## config.mk

```make
export PLATFORM = sky130hd
export DESIGN_NAME = unidade_controle_exp3
export DESIGN_NICKNAME = d
export VERILOG_FILES = /design/src/rtl/unidade_controle_exp3.sv
export SDC_FILE = /design/constraint.sdc
export NUM_CORES = 1
export LEC_CHECK = 0
export ABC_CLOCK_PERIOD_IN_PS = 1700
export CORE_AREA = 2 2 39 41
export DETAILED_ROUTE_END_ITERATION = 8
export DIE_AREA = 0 0 41 43
export GPL_TIMING_DRIVEN = 1
export PLACE_DENSITY_LB_ADDON = 0.05
export SLEW_MARGIN = 20
export SYNTH_ARGS = -nofsm -noshare
export SYNTH_HDL_FRONTEND = slang
export SYNTH_SLANG_ARGS = --single-unit
```

## constraint.sdc

```tcl
create_clock -name clock -period 1.7 [get_ports clock]
set_clock_uncertainty 0.1 [all_clocks]
set_input_delay 0.34 -clock clock [delete_from_list [all_inputs] [get_ports clock]]
set_output_delay 0.34 -clock clock [all_outputs]
set_load 0.1 [all_outputs]
```

## src/rtl/unidade_controle_exp3.sv

```systemverilog
// unidade_controle_exp3: Moore control unit that clears the experiment
// counter, then steps it one value at a time with a programmable dwell,
// stopping on a comparator hit (ACERTOU) or at terminal count (ESGOTOU).
module unidade_controle_exp3 #(
  parameter int PASSO_CICLOS = 4
) (
  input  logic       clock,
  input  logic       reset,
  input  logic       iniciar,
  input  logic       pausa,
  input  logic       igual,
  input  logic       fim,
  output logic       zera,
  output logic       conta,
  output logic       pronto,
  output logic       acertou,
  output logic       errou,
  output logic [3:0] db_estado
);

  // Dwell timer is just wide enough to reach PASSO_CICLOS-1; it never wraps.
  localparam int TW = (PASSO_CICLOS > 1) ? $clog2(PASSO_CICLOS) : 1;
  localparam logic [TW-1:0] TIMER_MAX = TW'(PASSO_CICLOS - 1);

  // State codes double as the hex debug display value.
  typedef enum logic [3:0] {
    INICIAL    = 4'h0,
    PREPARACAO = 4'h1,
    COMPARA    = 4'h2,
    ESPERA     = 4'h3,
    PROXIMO    = 4'h4,
    ACERTOU    = 4'hA,
    ESGOTOU    = 4'hE
  } estado_t;

  estado_t         r_estado;
  estado_t         w_prox;
  logic [TW-1:0]   r_timer;
  logic [TW-1:0]   w_timer_next;
  logic            w_fim_espera;

  // Dwell ends on the cycle the timer sits at its last value and is not paused.
  assign w_fim_espera = (r_timer == TIMER_MAX) && !pausa;

  // State and dwell timer registers; reset forces INICIAL from any state.
  always_ff @(posedge clock) begin
    if (reset) begin
      r_estado <= INICIAL;
      r_timer  <= '0;
    end else begin
      r_estado <= w_prox;
      r_timer  <= w_timer_next;
    end
  end

  // Timer is held at zero outside ESPERA so every dwell starts from 0.
  always_comb begin
    w_timer_next = '0;
    if (r_estado == ESPERA) begin
      if (!pausa && (r_timer != TIMER_MAX)) begin
        w_timer_next = r_timer + 1'b1;
      end else begin
        w_timer_next = r_timer;
      end
    end
  end

  // Next-state logic and Moore output decode of the current state.
  always_comb begin
    w_prox    = INICIAL;
    zera      = 1'b0;
    conta     = 1'b0;
    pronto    = 1'b0;
    acertou   = 1'b0;
    errou     = 1'b0;
    db_estado = 4'h0;
    case (r_estado)
      INICIAL: begin
        db_estado = 4'h0;
        w_prox    = iniciar ? PREPARACAO : INICIAL;
      end
      PREPARACAO: begin
        db_estado = 4'h1;
        zera      = 1'b1;
        w_prox    = COMPARA;
      end
      COMPARA: begin
        db_estado = 4'h2;
        // A match wins over terminal count, so a hit at 15 is still a hit.
        if (igual)     w_prox = ACERTOU;
        else if (fim)  w_prox = ESGOTOU;
        else           w_prox = ESPERA;
      end
      ESPERA: begin
        db_estado = 4'h3;
        w_prox    = w_fim_espera ? PROXIMO : ESPERA;
      end
      PROXIMO: begin
        db_estado = 4'h4;
        conta     = 1'b1;
        w_prox    = COMPARA;
      end
      ACERTOU: begin
        db_estado = 4'hA;
        pronto    = 1'b1;
        acertou   = 1'b1;
        w_prox    = iniciar ? PREPARACAO : ACERTOU;
      end
      ESGOTOU: begin
        db_estado = 4'hE;
        pronto    = 1'b1;
        errou     = 1'b1;
        w_prox    = iniciar ? PREPARACAO : ESGOTOU;
      end
      default: begin
        // Unreachable codes recover to idle with every output low.
        w_prox = INICIAL;
      end
    endcase
  end

endmodule
```

# After elaboration in Yosys (flattened, before gate mapping)
# Index checks and enable logic that the tools add are counted.
[classes]
n_addsub = 1
n_eq_ne = 8
mux = 13
bitwise_logic = 1
n_reduce_logical = 7
[ops]
columns = ["op", "n"]
rows = [
  ["$pmux 4 s6", 2],
  ["$mux 4", 4],
  ["$eq 4x2->1 const B", 2],
  ["$eq 4x4->1 const B", 2],
  ["$mux 1", 6],
  ["$reduce_or 2->1", 3],
  ["$eq 4x1->1 const B", 1],
  ["$eq 4x3->1 const B", 1],
  ["$logic_not 4->1", 1],
  ["$mux 3", 1],
  ["$add 2x1->2 const B", 1],
  ["$eq 2x2->1 const B", 1],
  ["$logic_and 1x1->1", 2],
  ["$ne 2x2->1 const B", 1],
  ["$logic_not 1->1", 1],
  ["$not 1->1", 1],
]
[totals]
ff_bits = 6
inputBits = 6
output_inout_bits = 9
wordCells = 32

# Depth between registers and ports, before layout
[logic_depth]
ltp_word = 4
ltp_mapped = 5
mapped_depth_nobuf = 4

# Worst setup path before layout
# OpenSTA, ideal clock, no wires.
[synth_path]
path_kind = "reg-to-output"
start = "register r_estado[3]"
end = "output port db_estado[2]"
t_arrival_ns = 3.520
t_required_ns = 1.260
path_slack_ns = -2.260
path_stages_with_launch = 5
n_path_buf = 1
path_cell_list = "dfxtp_1 -> buf_6 -> nand2b_1 -> nor3_1 -> or2_1"
[synth_via]
elab_chain_cells = 2
word_cells_on_any_way = 7
classes_between = "eq/ne (6); mux (1)"
[synth_lines]
columns = ["item", "line", "text"]
rows = [
  ["start, declared", "36", "estado_t r_estado;"],
  ["start signal, assigned", "51", "r_estado <= w_prox;"],
  ["$eq 4x4->1, or another cell as far along", "77", "case (r_estado)"],
  ["$pmux 4 s6 *", "77", ""],
  ["end, declared", "18", "output logic [3:0] db_estado"],
]
# Mark *: on every way between the ends. The rest lies on a longest branch, timed or not.

# Final worst setup path
[layout_path]
start = "register r_estado[0]"
end = "output port db_estado[2]"
# Same word-level chain as after synthesis.

==> flow_summary.ini <==
[synthesis]
syn-instance-count = 54
syn_nets = 61
yosysTopAreaCell = dfxtp_1
synth_top_area_frac = 0.275
synth_area_leaders = dfxtp_1 (28%), nor4b_4 (5.4%), a21oi_1 (4.6%)
synth-seq-cells = 6
synthArstFlopShare = 0
synth.distinct_cells = 34
synth_area_per_cell_sq_um = 8.09
ys_seq_area_frac = 0.275
synth-edff-count = 0
syn-cell-area_sq_um = 437
synth_flop_cell = dfxtp_1
yosysWarningCount = 0

[run]
max_cap_viol_count = 0

[setup_path]
r2r_start = r_estado[1]
crit_chain = and3b_2, and2_4, or2_4, buf_12
crit_arrival_ns = 1.33
cp_max_fo = 2
rr_endpoint = r_estado[3]
rr_worst_depth = 5
critPathMaxStageDelay_ns = 0.32
critical_path.top_delay_family = simple AND/OR/NAND/NOR gates
worst-r2r-setup-slack_ns = 0.31
end_kind = output port
cp-start-kind = register
critPathKind = register to output port
critPathBufInv = 1
cp.required_ns = 1.26
crit_path_top_delay_cell = dfxtp_2

[worst_hold_path]
min_to = r_timer[1]
holdPathStages = 2
hp-class = register to register
hp-start = r_timer[1]

[timing]
hold_viol = 0
rsz0062_at_grt = true
setup_viol = 1
slew_headroom = 0.742
fin_crit_ns = 1.77
tns_ns = -0.0687
tightest_slew_ns = 0.386
slew_violations = 0
fmax_ghz = 0.565
period_share = 1.04
fin_ws_ns = -0.0687

[pwr]
power_uw = 556
p_leak_nw = 0.328
p_per_area_nw_per_um2 = 695
vdd_drop_max_v = 0.000527

[grt]
grt_pass1_vias = 428
grt_overflow = 0
grt_pass1_wl_microns = 1750
grt_max_degree = 14
antenna_found_initial = 0
grt_use_total = 0.144

[clocking]
clk_pin_slew_ns = 0.05
cts_tree = built
cts_buffers = 3
cts.sinks = 6
cts_root_buffer = clkbuf_4
insertion_delay_ns = 0.24
cts_max_level = 1
clk_path_buf_depth = 2
hold_buffers = 0

[floorplanning]
die_x_microns = 41
start_util = 0.316
die_h_microns = 43
die_area_sq_um = 1760
core_area_sq_um = 1380
num_rows = 14
ioPinCount = 15

[layout]
n_antenna_cell = 0
nNetsFinal = 84
area_growth_pct = 83.1
drive_above_1_share = 0.493

[route]
drc_errors = 0
first_pass_iters = 2
vias = 447
viasPerCell = 4.91
wirelength_microns = 1050
drt_iter0_markers = 1
ant_nets = 0
route.detailed.wl_per_inst_microns = 11.5

[placement]
place_congestion = 0.741
io_buffers = 14
hpwl_microns = 818

[status]
status = finished with violations
violations = negative setup slack
tightest hold or removal path, stage by stage, from the launching register on:
cell and delay [ns]:
dfxtp_1 0.30, mux2i_1 0.12, nor3_1 0.06
where the power goes:
part | internal, mW | switching (mW)
combinational | 0.109 | 0.161
clock | 0.0797 | 0.0492
sequential | 0.151 | 0.00660
total | 0.339 | 0.216
routing by layer:
metal  part of all wire  GRT usage
met1               0.46      0.172
met2               0.48      0.234
met3              0.061     0.0785
met4                  0          0
met5                  0          0
metrics by stage:
stage	util	hold slack, ns	cells	setup WS, ns	cell area (sq um)
final	0.578	0.429	91	-0.0687	800
after global routing	0.578	0.476	91	-0.110	800
after CTS	0.555	0.434	89	-0.0902	768
after detailed placement	0.522	0.423	84	0.114	722
after global placement	0.522	0.426	84	0.116	722
after floorplan	-	0.317	54	-0.522	479
final cells by class:
type	count	area, sq um
Clock buffer	3	22.5
Sequential cell	6	124
Tap cell	16	20.0
Inverter	2	7.51
Multi-Input combinational cell	42	332
Fill cell	131	584
Timing Repair Buffer	22	294
cells in the mapped netlist, drive strengths merged, types with 2 or more instances:
master	count
buf	3
dfxtp	6
nor3	4
a21oi	5
nand3	2
nor2b	2
and3b	2
nor2	5
inv	2
nand2	3
timing repair:
item / 4_1_cts / 5_1_grt
setup endpoints to repair: 4 / 5
buffers inserted: 2 / 2
pin swaps: 1 / 4
hold endpoints to repair: 0 / 0
gates resized for setup: 5 / 4
cloned: 0 / 0
cell usage in the layout (no fill, tap or decap), drive strengths merged, types with 2 or more instances in the layout:
master,Yosys,layout
buf,3,17
clkdlybuf4s50,0,5
and3b,2,2
nand3,2,2
nor2b,2,2
dfxtp,6,6
nor3,4,4
nor2,5,5
clkbuf,1,3
nand2,3,3
a21oi,5,5
inv,2,2
worst max-delay path by stage:
stage / cells after the start / slack [ns] / from / end
4_1_cts: 4 / -0.09 / r_estado[3] / db_estado[2]
6_report: 4 / -0.07 / r_estado[0] / db_estado[2]
3_3_place_gp: 5 / 0.12 / r_estado[3] / zera
2_1_floorplan: 4 / -0.52 / r_estado[3] / db_estado[2]
3_5_place_dp: 5 / 0.11 / r_estado[3] / zera
5_1_grt: 4 / -0.11 / r_estado[0] / db_estado[2]
flip-flops by register name, summed over array words and instances, names as in the netlist:
register,cells
r_estado,4
r_timer,2
kinds of logic (layout without fill, tap and decap cells):
kind of cell / after synthesis / in the layout / synth area share
AO/OA/AOI/OAI: 11 / 11 / 0.166
XOR/XNOR: 2 / 2 / 0.0401
adder cells (fa/ha/maj): 1 / 1 / 0.0286
buffers and inverters: 6 / 27 / 0.0802
flip-flops: 6 / 6 / 0.275
multiplexers: 1 / 1 / 0.0229
AND/OR/NAND/NOR: 27 / 27 / 0.387
(Power assumes the default switching activity.)
